**src/rtl/wb_arb_pkg.sv**
```systemverilog
// Shared types and defaults for the two-master Wishbone SDRAM arbiter.
//   arb_state_t  : arbiter FSM states
//   master_idx_t : index of a Wishbone master (0 = m0, 1 = m1)
//   idx_to_grant : one-hot grant vector for a master index
package wb_arb_pkg;

  localparam int unsigned WB_AW      = 32;
  localparam int unsigned WB_DW      = 32;
  localparam int unsigned WB_TIMEOUT = 255;

  typedef enum logic [1:0] {
    IDLE = 2'd0,
    BUSY = 2'd1,
    ERR  = 2'd2
  } arb_state_t;

  typedef logic master_idx_t;

  // One-hot grant encoding: bit N set means master N owns the slave
  function automatic logic [1:0] idx_to_grant(input master_idx_t idx);
    return idx ? 2'b10 : 2'b01;
  endfunction

endpackage

```
**src/rtl/wb_bus_watchdog.sv**
```systemverilog
// Stalled-transfer watchdog for the SDRAM arbiter.
// Counts consecutive stalled cycles (strobe out, no ack/err back) and flags
// expiry in the cycle the count reaches TIMEOUT_CYCLES. TIMEOUT_CYCLES = 0
// disables expiry entirely.
//   i_clock    : wb clock
//   i_reset    : synchronous active-high reset
//   i_stall    : current cycle is a stalled strobe cycle
//   o_expire_c : combinational, this stalled cycle reaches the limit
module wb_bus_watchdog
  import wb_arb_pkg::*;
#(
  parameter int unsigned TIMEOUT_CYCLES = WB_TIMEOUT
) (
  input  logic i_clock,
  input  logic i_reset,
  input  logic i_stall,
  output logic o_expire_c
);

  localparam int unsigned CW     = (TIMEOUT_CYCLES == 0) ? 1 : $clog2(TIMEOUT_CYCLES + 1);
  localparam logic        ENABLE = (TIMEOUT_CYCLES != 0);

  logic [CW-1:0] r_count;
  logic [CW-1:0] w_count_next;

  // Any non-stalled cycle restarts the count; hold at the limit rather than wrap
  always_comb begin
    w_count_next = '0;
    if (i_stall) begin
      if (r_count == CW'(TIMEOUT_CYCLES)) begin
        w_count_next = r_count;
      end else begin
        w_count_next = r_count + CW'(1);
      end
    end
  end

  always_ff @(posedge i_clock) begin
    if (i_reset) begin
      r_count <= '0;
    end else begin
      r_count <= w_count_next;
    end
  end

  assign o_expire_c = ENABLE & i_stall & (w_count_next == CW'(TIMEOUT_CYCLES));

endmodule

```
**src/rtl/wb_sdram_arbiter2.sv**
```systemverilog
// Two-master Wishbone B3 classic arbiter in front of the SDRAM controller port.
// Round-robin between m0 and m1, grant locked for a whole cyc, watchdog turns a
// stalled slave into an error to the owning master.
//   clock, reset           : wb clock, synchronous active-high reset
//   mN_adr/dat/sel/we/cyc/stb_i : master N request (N = 0,1)
//   mN_dat_o/ack_o/err_o   : response to master N (data broadcast, ack/err owner only)
//   s_adr/dat/sel/we/cyc/stb_o : request muxed from the current owner
//   s_dat_i/ack_i/err_i    : slave response
//   grant_o                : one-hot owner, 00 when idle
//   timeout_o              : one-cycle pulse on watchdog abort
module wb_sdram_arbiter2
  import wb_arb_pkg::*;
#(
  parameter int unsigned AW             = WB_AW,
  parameter int unsigned DW             = WB_DW,
  parameter int unsigned TIMEOUT_CYCLES = WB_TIMEOUT
) (
  input  logic            clock,
  input  logic            reset,
  input  logic [AW-1:0]   m0_adr_i,
  input  logic [DW-1:0]   m0_dat_i,
  input  logic [DW/8-1:0] m0_sel_i,
  input  logic            m0_we_i,
  input  logic            m0_cyc_i,
  input  logic            m0_stb_i,
  output logic [DW-1:0]   m0_dat_o,
  output logic            m0_ack_o,
  output logic            m0_err_o,
  input  logic [AW-1:0]   m1_adr_i,
  input  logic [DW-1:0]   m1_dat_i,
  input  logic [DW/8-1:0] m1_sel_i,
  input  logic            m1_we_i,
  input  logic            m1_cyc_i,
  input  logic            m1_stb_i,
  output logic [DW-1:0]   m1_dat_o,
  output logic            m1_ack_o,
  output logic            m1_err_o,
  output logic [AW-1:0]   s_adr_o,
  output logic [DW-1:0]   s_dat_o,
  output logic [DW/8-1:0] s_sel_o,
  output logic            s_we_o,
  output logic            s_cyc_o,
  output logic            s_stb_o,
  input  logic [DW-1:0]   s_dat_i,
  input  logic            s_ack_i,
  input  logic            s_err_i,
  output logic [1:0]      grant_o,
  output logic            timeout_o
);

  arb_state_t  r_state, w_state_next;
  master_idx_t r_owner, w_owner_next;
  master_idx_t r_last, w_last_next;
  logic        r_timeout, w_timeout_next;

  logic w_req0, w_req1;
  logic w_own_cyc, w_own_stb;
  logic w_stall, w_expire;
  logic w_ack, w_err;

  assign w_req0    = m0_cyc_i & m0_stb_i;
  assign w_req1    = m1_cyc_i & m1_stb_i;
  assign w_own_cyc = r_owner ? m1_cyc_i : m0_cyc_i;
  assign w_own_stb = r_owner ? m1_stb_i : m0_stb_i;

  // Stall is derived from state and inputs directly so the watchdog has no loop through the FSM
  assign w_stall = (r_state == BUSY) & w_own_cyc & w_own_stb & ~s_ack_i & ~s_err_i;

  wb_bus_watchdog #(
    .TIMEOUT_CYCLES (TIMEOUT_CYCLES)
  ) u_watchdog (
    .i_clock    (clock),
    .i_reset    (reset),
    .i_stall    (w_stall),
    .o_expire_c (w_expire)
  );

  // Arbitration, ownership and slave handshake gating
  always_comb begin
    w_state_next   = r_state;
    w_owner_next   = r_owner;
    w_last_next    = r_last;
    w_timeout_next = 1'b0;
    s_cyc_o        = 1'b0;
    s_stb_o        = 1'b0;
    w_ack          = 1'b0;
    w_err          = 1'b0;
    case (r_state)
      IDLE: begin
        if (w_req0 | w_req1) begin
          w_state_next = BUSY;
          // On a tie the master that was not served last wins
          if (w_req0 & w_req1) begin
            w_owner_next = ~r_last;
          end else begin
            w_owner_next = w_req1;
          end
        end
      end
      BUSY: begin
        s_cyc_o = w_own_cyc;
        s_stb_o = w_own_cyc & w_own_stb;
        w_ack   = s_ack_i;
        w_err   = s_err_i;
        if (!w_own_cyc) begin
          w_state_next = IDLE;
          w_last_next  = r_owner;
        end else if (w_expire) begin
          w_state_next   = ERR;
          w_timeout_next = 1'b1;
        end
      end
      ERR: begin
        // Slave is detached; only the first ERR cycle signals the abort
        w_err = r_timeout;
        if (!w_own_cyc) begin
          w_state_next = IDLE;
          w_last_next  = r_owner;
        end
      end
      default: begin
        w_state_next = IDLE;
      end
    endcase
  end

  always_ff @(posedge clock) begin
    if (reset) begin
      r_state   <= IDLE;
      r_owner   <= 1'b0;
      r_last    <= 1'b1;
      r_timeout <= 1'b0;
    end else begin
      r_state   <= w_state_next;
      r_owner   <= w_owner_next;
      r_last    <= w_last_next;
      r_timeout <= w_timeout_next;
    end
  end

  assign s_adr_o = r_owner ? m1_adr_i : m0_adr_i;
  assign s_dat_o = r_owner ? m1_dat_i : m0_dat_i;
  assign s_sel_o = r_owner ? m1_sel_i : m0_sel_i;
  assign s_we_o  = r_owner ? m1_we_i  : m0_we_i;

  assign m0_dat_o = s_dat_i;
  assign m1_dat_o = s_dat_i;
  assign m0_ack_o = w_ack & ~r_owner;
  assign m1_ack_o = w_ack & r_owner;
  assign m0_err_o = w_err & ~r_owner;
  assign m1_err_o = w_err & r_owner;

  assign grant_o   = (r_state == IDLE) ? 2'b00 : idx_to_grant(r_owner);
  assign timeout_o = r_timeout;

endmodule

```
**config.mk**
```make
export PLATFORM = sky130hd
export DESIGN_NAME = wb_sdram_arbiter2
export DESIGN_NICKNAME = d
export VERILOG_FILES = /design/src/rtl/wb_arb_pkg.sv /design/src/rtl/wb_bus_watchdog.sv /design/src/rtl/wb_sdram_arbiter2.sv
export SDC_FILE = /design/constraint.sdc
export NUM_CORES = 1
export LEC_CHECK = 0
export CORE_AREA = 2 2 124 126
export DETAILED_ROUTE_END_ITERATION = 12
export DIE_AREA = 0 0 126 128
export HOLD_SLACK_MARGIN = 0.08
export PLACE_DENSITY = 0.65
export RECOVER_POWER = 25
export SYNTH_ARGS = -nofsm -noshare
export SYNTH_HDL_FRONTEND = slang
export SYNTH_SLANG_ARGS = --single-unit
```
**constraint.sdc**
```tcl
create_clock -name clock -period 3 [get_ports clock]
set_input_delay 0.45 -clock clock [delete_from_list [all_inputs] [get_ports clock]]
set_output_delay 0.45 -clock clock [all_outputs]
set_load 0.005 [all_outputs]
```
==> results of run 1 <==
registers in the layout (all words and copies together), names as in the netlist:
signal / flops
r_last: 1
u_watchdog.r_count: 8
r_owner: 1
timeout_o: 1
r_state: 2
final timing paths:
path                                    start                 endpoint  slack, ns  cells past startpoint
max                                  m1_cyc_i                  s_stb_o       0.47                      4
min                   r_state[0]$_SDFFE_PP0P_  r_state[0]$_SDFFE_PP0P_       0.51                      2
max reg2reg  u_watchdog.r_count[0]$_SDFF_PP0_  r_state[1]$_SDFFE_PP0P_       0.72                      6
min reg2reg           r_state[0]$_SDFFE_PP0P_  r_state[0]$_SDFFE_PP0P_       0.51                      2
per-stage QoR:
stage	total power, uW	hold WS, ns	setup slack, ns
after floorplan	495.1	0.4653	1.105
after global placement	899.6	0.4848	0.5295
after detailed placement	906.9	0.5035	0.4531
after CTS	1172	0.5117	0.4988
after global routing	1210	0.5269	0.3952
final	1151	0.5101	0.4653
placed cells by master (no fill, tap or decap), drive strengths merged, types with 4 or more instances in the layout:
cell,netlist,layout
nand2b,4,4
o21ai,4,4
dfxtp,13,13
mux2,70,70
nand3,8,8
nand2,11,11
nor3,7,7
inv,9,9
clkdlybuf4s50,0,223
a21oi,6,6
clkbuf,10,4
ha,4,4
nor2,14,14
per-layer routing:
metal	track usage	vias up	routed length, um
li1	-	1130	-
met2	0.2606	161	6430
met5	0	-	0
met3	0.04508	34	1054
met4	0.05301	0	326
met1	0.1245	1094	3539
worst min-delay path, delay by kind of cell (launching register included):
family,cells,cell delay (ns)
and+or+nand+nor,1,0.08
DFF,1,0.32
muxes,1,0.06
cell families (layout without fill, tap and decap cells):
kind of cell / Yosys count / in the layout / synth area share
xor gates and xnor gates: 2 / 2 / 0.007902
DFF: 13 / 13 / 0.1174
adders and majority gates: 4 / 4 / 0.02257
buffers and inverters: 86 / 238 / 0.2585
AOI/OAI and AO/OA: 22 / 22 / 0.08183
and+or+nand+nor: 56 / 56 / 0.1456
muxes: 72 / 72 / 0.3663
final cells by class:
| class | instances | area, um2 | share of cell area |
|---|---|---|---|
| sequential | 13 | 264.0 | 0.06204 |
| timing repair buffer | 225 | 2260 | 0.5310 |
| multi-input combinational | 156 | 1384 | 0.3252 |
| clock buffer | 4 | 78.83 | 0.01852 |
| inverter | 9 | 33.78 | 0.007939 |
| tap | 188 | 235.2 | 0.05528 |
power by group through the flow:
stage	Clock [uW]	Combinational (uW)	Sequential, uW
detailed placement	0	712	195
global route	268	749	193
CTS	263	718	192
global placement	0	706	194
floorplan	0	305	190
finish	259	701	192
==> impl_results.html, run 1 <==
<table>
<tr><th>Metric</th><th>Value</th></tr>
<tr><th colspan="2">Drt</th></tr>
<tr><td>Number of design-rule violations left by the first detailed-router iteration</td><td>133</td></tr>
<tr><td>Number of DRC violations after detailed routing</td><td>0</td></tr>
<tr><td>Vias per inst</td><td>roughly 4</td></tr>
<tr><td>Number of routed nets with antenna violations</td><td>0</td></tr>
<tr><td>Wirelength per Cell</td><td>approximately 19 um</td></tr>
<tr><td>Detailed-router iteration count before antenna repair</td><td>4</td></tr>
<tr><td>Final wirelength</td><td>between 10000 and 15000 um</td></tr>
<tr><td>Via count of the routed design</td><td>2419</td></tr>
<tr><th colspan="2">Critical path</th></tr>
<tr><td>Delay of the slowest cell on the worst path</td><td>0.57 ns</td></tr>
<tr><td>Crit start category</td><td>input pin</td></tr>
<tr><td>Worst EP arrival</td><td>2.08 ns</td></tr>
<tr><td>Sort of element at the end of the critical path</td><td>output pin</td></tr>
<tr><td>Cell repeated most along the worst path</td><td>clkdlybuf4s50_1</td></tr>
<tr><td>Buffers plus inverters on the worst setup path</td><td>2</td></tr>
<tr><td>Ordered list of cells on the worst path</td><td>clkdlybuf4s50_1, nand3_1, a21oi_1, clkdlybuf4s50_1</td></tr>
<tr><td>Delay-heaviest family, CP</td><td>buffers and inverters</td></tr>
<tr><td>Worst Setup Path Type</td><td>input pin to output pin</td></tr>
<tr><td>Crit Path Max Fanout</td><td>5</td></tr>
<tr><td>Cell with the largest stage delay on the worst path</td><td>clkdlybuf4s50_1</td></tr>
<tr><td>Critical path data required time</td><td>2.55 ns</td></tr>
<tr><th colspan="2">Clock network</th></tr>
<tr><td>Clock tree from TritonCTS</td><td>yes</td></tr>
<tr><td>Number of hold buffers added after cts</td><td>0</td></tr>
<tr><td>Root buffer cell</td><td>clkbuf_16</td></tr>
<tr><td>Clock latency reported for the late side of the worst-skew pair</td><td>around 0.25 ns</td></tr>
<tr><td>Clock tree buffer depth</td><td>2</td></tr>
<tr><td>CTS Sinks</td><td>13</td></tr>
<tr><td>Clock slew at the register clock pins of the worst setup and hold paths</td><td>0.05 ns</td></tr>
<tr><td>Count of buffers added by post-CTS timing repair for setup</td><td>0</td></tr>
<tr><td>Post-CTS sizing</td><td>0</td></tr>
<tr><td>Number of H-tree branching levels</td><td>1</td></tr>
<tr><td>Cts bufs inserted</td><td>3</td></tr>
<tr><th colspan="2">STA</th></tr>
<tr><td>Clk_skew</td><td>0.001548 ns</td></tr>
<tr><td>Setup repair after global routing missed its margin</td><td>false</td></tr>
<tr><td>Pin slew with the least headroom to its limit</td><td>0.5426 ns</td></tr>
<tr><td>Period minus WS final</td><td>2.535 ns</td></tr>
<tr><td>Normalized max-slew margin</td><td>0.6371</td></tr>
<tr><td>Max Clk Rate</td><td>394.5 MHz</td></tr>
<tr><td># setup viols final</td><td>0</td></tr>
<tr><td>Number of failing hold endpoints at the final stage</td><td>0</td></tr>
<tr><td>Total Negative Setup Slacks</td><td>0 ns</td></tr>
<tr><td>Fin crit share</td><td>0.8449</td></tr>
<tr><td>Number of pins with negative max-slew slack in the final report</td><td>0</td></tr>
<tr><th colspan="2">Status</th></tr>
<tr><td>Outcome</td><td>finished clean</td></tr>
<tr><th colspan="2">Placed design</th></tr>
<tr><td>Weighted congestion reported at the end of routability-driven placement</td><td>0.8281</td></tr>
<tr><td>Dpl cell area</td><td>about 4200 um2</td></tr>
<tr><td>Buffers on Ports</td><td>around 220</td></tr>
<tr><td>Half-perimeter wire length after placement</td><td>10060 um</td></tr>
<tr><td>Number of cells in the design after placement</td><td>591</td></tr>
<tr><th colspan="2">Job</th></tr>
<tr><td>Count of maximum capacitance violations</td><td>0</td></tr>
<tr><th colspan="2">Logic synthesis</th></tr>
<tr><td>Yosys cell types</td><td>40</td></tr>
<tr><td>Register area share after synthesis</td><td>0.1174</td></tr>
<tr><td>Leading area contributor after synthesis</td><td>mux2_2</td></tr>
<tr><td>Number of register bits inferred by synthesis</td><td>13</td></tr>
<tr><td>Leading post-synthesis cells by cell area</td><td>mux2_2, buf_4, dfxtp_1</td></tr>
<tr><td>Top cell types by occurrence after synthesis</td><td>mux2_2, buf_4, nor2_1</td></tr>
<tr><td>Number of instances in the synthesized netlist</td><td>between 200 and 300</td></tr>
<tr><td>Most used flip-flop cell after synthesis</td><td>dfxtp_1</td></tr>
<tr><td>Mean instance size in the synthesized netlist</td><td>8.695 um2</td></tr>
<tr><td>Most common cell in the netlist</td><td>mux2_2</td></tr>
<tr><td>Warning count from the yosys run</td><td>0</td></tr>
<tr><td>Netlist Area Pre-Place</td><td>~2200 um2</td></tr>
<tr><td>Area share of the largest cell type after synthesis</td><td>0.3505</td></tr>
<tr><td>Post-Synthesis Net Count</td><td>437</td></tr>
<tr><td>Share of flip-flops with an asynchronous set or reset</td><td>0</td></tr>
<tr><td>Count of flip-flops with a built-in enable after synthesis</td><td>0</td></tr>
<tr><th colspan="2">Floorplan</th></tr>
<tr><td>Starting density of the core</td><td>0.1492</td></tr>
<tr><td>Placeable core region</td><td>14860 um2</td></tr>
<tr><td>Std cell rows</td><td>45</td></tr>
<tr><td>Vertical die dimension</td><td>128 um</td></tr>
<tr><td>DIE WIDTH</td><td>126 um</td></tr>
<tr><td>Die area</td><td>~16000 um2</td></tr>
<tr><td>Number of top-level pins</td><td>320</td></tr>
<tr><th colspan="2">Final layout</th></tr>
<tr><td>Area Overhead vs Synth</td><td>91.93%</td></tr>
<tr><td>Count of fill cells added during filler insertion</td><td>1629</td></tr>
<tr><td>Post-route cell area</td><td>4255 um2</td></tr>
<tr><td>Proportion of layout cells with a drive suffix above 1</td><td>0.2015</td></tr>
<tr><td>Number of diodes added for antenna fixing</td><td>0</td></tr>
<tr><td>Layout Utilization</td><td>0.2863</td></tr>
<tr><td>Total number of nets in the final design</td><td>590</td></tr>
<tr><td>Filler-free cell count of the finished design</td><td>595</td></tr>
<tr><th colspan="2">Pwr</th></tr>
<tr><td>Switching part of the total</td><td>0.2850</td></tr>
<tr><td>Pwr per Cell Area</td><td>about 270 nW/um2</td></tr>
<tr><td>Combinational group share of total power</td><td>0.609</td></tr>
<tr><td>Worst vdd ir</td><td>0.0001617 V</td></tr>
<tr><td>Internal power consumption</td><td>just over 800 uW</td></tr>
<tr><td>Leakage power</td><td>0.001502 uW</td></tr>
<tr><td>Share of power burned in registers</td><td>0.167</td></tr>
<tr><td>Net switching power figure</td><td>328.1 uW</td></tr>
<tr><td>Clock network fraction of design power</td><td>0.225</td></tr>
<tr><th colspan="2">Global route</th></tr>
<tr><td>Pin count of the biggest net entering global routing</td><td>44</td></tr>
<tr><td>Wire length of the first global-routing pass</td><td>15730 um</td></tr>
<tr><td>Initial antenna violation count</td><td>0</td></tr>
<tr><td>Number of global-route vias before repair</td><td>2583</td></tr>
<tr><td>Global route overflow</td><td>0</td></tr>
<tr><td>Overall track demand over capacity in global routing</td><td>0.1323</td></tr>
<tr><th colspan="2">Hold path</th></tr>
<tr><td>HP Class</td><td>flip-flop to flip-flop</td></tr>
</table>
No activity file was read; power rests on OpenSTA's default activity.
==> run 2: changes to the inputs <==
--- a/config.mk
+++ b/config.mk
@@ -5,9 +5,9 @@
 export SDC_FILE = /design/constraint.sdc
 export NUM_CORES = 1
 export LEC_CHECK = 0
-export CORE_AREA = 2 2 124 126
+export CORE_AREA = 2 2 125 127
 export DETAILED_ROUTE_END_ITERATION = 12
-export DIE_AREA = 0 0 126 128
+export DIE_AREA = 0 0 127 129
 export HOLD_SLACK_MARGIN = 0.08
 export PLACE_DENSITY = 0.65
 export RECOVER_POWER = 25
==> constraint.sdc (replaced) <==
create_clock -name clock -period 2.6 [get_ports clock]
set_input_delay 0.39 -clock clock [delete_from_list [all_inputs] [get_ports clock]]
set_output_delay 0.39 -clock clock [all_outputs]
set_load 0.005 [all_outputs]
==> run 2 against run 1 <==
Clock power up 17%. Hold slack worse by 0.0044 ns. Total power up 15%. Non-clock buffer count up 1. Critical path depth down 1. Global-route usage down 1.5 points. Setup slack worse by 0.23 ns. Critical endpoint is now s_adr_o[14].
==> impl_results.html, run 2 (same netlist as run 1, synthesis figures left out) <==
<table>
<tr><th>Metric</th><th>Value</th></tr>
<tr><th colspan="2">Clock network</th></tr>
<tr><td>Clock slew at the register clock pins of the worst setup and hold paths</td><td>0.05 ns</td></tr>
<tr><td>Cts bufs inserted</td><td>3</td></tr>
<tr><td>Post-CTS sizing</td><td>0</td></tr>
<tr><td>Clock tree buffer depth</td><td>2</td></tr>
<tr><td>CTS Sinks</td><td>13</td></tr>
<tr><td>Root buffer cell</td><td>clkbuf_16</td></tr>
<tr><td>Clock tree from TritonCTS</td><td>yes</td></tr>
<tr><td>Count of buffers added by post-CTS timing repair for setup</td><td>0</td></tr>
<tr><td>Clock latency reported for the late side of the worst-skew pair</td><td>0.25 ns</td></tr>
<tr><td>Number of H-tree branching levels</td><td>1</td></tr>
<tr><td>Number of hold buffers added after cts</td><td>0</td></tr>
<tr><th colspan="2">Floorplan</th></tr>
<tr><td>Starting density of the core</td><td>0.1480</td></tr>
<tr><td>Number of top-level pins</td><td>320</td></tr>
<tr><td>Std cell rows</td><td>45</td></tr>
<tr><td>Die area</td><td>roughly 16000 um2</td></tr>
<tr><td>DIE WIDTH</td><td>around 130 um</td></tr>
<tr><td>Placeable core region</td><td>14980 um2</td></tr>
<tr><td>Vertical die dimension</td><td>129 um</td></tr>
<tr><th colspan="2">Placed design</th></tr>
<tr><td>Number of cells in the design after placement</td><td>approximately 590</td></tr>
<tr><td>Buffers on Ports</td><td>223</td></tr>
<tr><td>Dpl cell area</td><td>4184 um2</td></tr>
<tr><td>Weighted congestion reported at the end of routability-driven placement</td><td>0.7923</td></tr>
<tr><td>Setup slack at placement</td><td>0.1623 ns</td></tr>
<tr><td>Half-perimeter wire length after placement</td><td>9307 um</td></tr>
<tr><th colspan="2">Final layout</th></tr>
<tr><td>Max FFs per register</td><td>8</td></tr>
<tr><td>Area Overhead vs Synth</td><td>92.27%</td></tr>
<tr><td>Count of fill cells added during filler insertion</td><td>about 1600</td></tr>
<tr><td>Most frequent cells in the layout</td><td>clkdlybuf4s50_1, mux2_2, nor2_1</td></tr>
<tr><td>Most common cell after layout, fill and taps aside</td><td>clkdlybuf4s50_1</td></tr>
<tr><td>Number of diodes added for antenna fixing</td><td>0</td></tr>
<tr><td>Total number of nets in the final design</td><td>591</td></tr>
<tr><td>Proportion of layout cells with a drive suffix above 1</td><td>0.2034</td></tr>
<tr><td>Filler-free cell count of the finished design</td><td>596</td></tr>
<tr><td>Largest registers</td><td>u_watchdog.r_count (8), r_state (2)</td></tr>
<tr><td>Register with the most flip-flops</td><td>u_watchdog.r_count</td></tr>
<tr><td>Post-route cell area</td><td>4263 um2</td></tr>
<tr><th colspan="2">STA</th></tr>
<tr><td>Total Negative Setup Slacks</td><td>0 ns</td></tr>
<tr><td>Pin slew with the least headroom to its limit</td><td>slightly below 0.5 ns</td></tr>
<tr><td>Fin crit share</td><td>0.9084</td></tr>
<tr><td>Max Clk Rate</td><td>423.4 MHz</td></tr>
<tr><td># setup viols final</td><td>0</td></tr>
<tr><td>Clk_skew</td><td>approximately 0.0023 ns</td></tr>
<tr><td>Normalized max-slew margin</td><td>0.6702</td></tr>
<tr><td>Number of pins with negative max-slew slack in the final report</td><td>0</td></tr>
<tr><td>Worst-case hold slack</td><td>0.5057 ns</td></tr>
<tr><td>Worst setup slack after layout</td><td>0.2381 ns</td></tr>
<tr><td>Setup repair after global routing missed its margin</td><td>false</td></tr>
<tr><td>Number of failing hold endpoints at the final stage</td><td>0</td></tr>
<tr><td>Period minus WS final</td><td>2.362 ns</td></tr>
<tr><th colspan="2">Global route</th></tr>
<tr><td>Pin count of the biggest net entering global routing</td><td>43</td></tr>
<tr><td>Wire length of the first global-routing pass</td><td>between 10000 and 15000 um</td></tr>
<tr><td>Number of global-route vias before repair</td><td>2462</td></tr>
<tr><td>Initial antenna violation count</td><td>0</td></tr>
<tr><td>Global route overflow</td><td>0</td></tr>
<tr><td>Overall track demand over capacity in global routing</td><td>0.1177</td></tr>
<tr><th colspan="2">Drt</th></tr>
<tr><td>Wirelength per Cell</td><td>17.44 um</td></tr>
<tr><td>Detailed-router iteration count before antenna repair</td><td>4</td></tr>
<tr><td>Final wirelength</td><td>10400 um</td></tr>
<tr><td>Vias per inst</td><td>4.047</td></tr>
<tr><td>Number of design-rule violations left by the first detailed-router iteration</td><td>103</td></tr>
<tr><td>Number of DRC violations after detailed routing</td><td>0</td></tr>
<tr><td>Via count of the routed design</td><td>2412</td></tr>
<tr><td>Number of routed nets with antenna violations</td><td>0</td></tr>
<tr><th colspan="2">Pwr</th></tr>
<tr><td>Worst vdd ir</td><td>approximately 0.00015 V</td></tr>
<tr><td>Leakage power</td><td>0.001507 uW</td></tr>
<tr><td>Pwr per Cell Area</td><td>309.3 nW/um2</td></tr>
<tr><th colspan="2">Critical path</th></tr>
<tr><td>Worst EP arrival</td><td>around 2.0 ns</td></tr>
<tr><td>Worst Setup Path Type</td><td>flip-flop to output pin</td></tr>
<tr><td>Sort of element at the end of the critical path</td><td>output pin</td></tr>
<tr><td>Critical path data required time</td><td>2.21 ns</td></tr>
<tr><td>Crit Path Max Fanout</td><td>42</td></tr>
<tr><td>Crit start category</td><td>flip-flop</td></tr>
<tr><th colspan="2">Job</th></tr>
<tr><td>Count of maximum capacitance violations</td><td>0</td></tr>
<tr><th colspan="2">Status</th></tr>
<tr><td>Outcome</td><td>finished clean</td></tr>
<tr><th colspan="2">Hold path</th></tr>
<tr><td>HP Class</td><td>flip-flop to flip-flop</td></tr>
</table>
==> run 2: changes by cell type in the layout (fill, tap and decap cells not counted) <==
cell / before / now
buf_4: 1 / 2
==> run 2: path summary, 6_finish.rpt <==
path,start,end,slack (ns),depth (start not counted)
setup reg to reg,u_watchdog.r_count[0]$_SDFF_PP0_,r_state[1]$_SDFFE_PP0P_,0.35,6
setup / recovery,r_owner$_SDFFE_PP0P_,s_adr_o[14],0.24,3
hold / removal,r_state[0]$_SDFFE_PP0P_,r_state[0]$_SDFFE_PP0P_,0.51,2
hold reg to reg,r_state[0]$_SDFFE_PP0P_,r_state[0]$_SDFFE_PP0P_,0.51,2
==> run 2: per-layer routing <==
layer  share of wire  up-vias  global-route usage
met1            0.39     1087              0.1404
met2            0.50      169              0.1989
li1                -     1139                   -
met5               0        -                   0
met3           0.097       17             0.03742
met4           0.019        0             0.04331
==> run 2: worst max-delay path: stages (launching register included) <==
cell and delay (ns):
dfxtp_4 0.50, buf_12 0.26, mux2_2 0.37, clkdlybuf4s50_1 0.57
==> run 2: final cells by class <==
cell class / count / area (um2) / share of cell area
clock buffer: 4 / 78.83 / 0.01849
tap: 188 / 235.2 / 0.05518
inverter: 9 / 33.78 / 0.007925
multi-input combinational: 156 / 1384 / 0.3246
timing repair buffer: 226 / 2267 / 0.5318
sequential: 13 / 264.0 / 0.06193
==> run 2: power by group <==
group	internal [uW]	switching (uW)	leakage, uW	total [uW]
clock	208	94.3	0.0000382	302
combinational	534	256	0.00136	790
sequential	210	16.9	0.000106	227
==> run 2: through the flow <==
step	total power [uW]	util
final	1319	0.2846
after global routing	1385	0.2846
after CTS	1341	0.2846
after detailed placement	1030	0.2794
after global placement	1023	0.2794
after floorplan	571.3	-
==> run 3: changes to the inputs <==
--- a/config.mk
+++ b/config.mk
@@ -11,6 +11,7 @@
 export HOLD_SLACK_MARGIN = 0.08
 export PLACE_DENSITY = 0.65
 export RECOVER_POWER = 25
+export SKIP_LAST_GASP = 1
 export SYNTH_ARGS = -nofsm -noshare
 export SYNTH_HDL_FRONTEND = slang
 export SYNTH_SLANG_ARGS = --single-unit
==> results of run 3 <==
The final DEF is identical to that of run 2; final timing and power are the same.
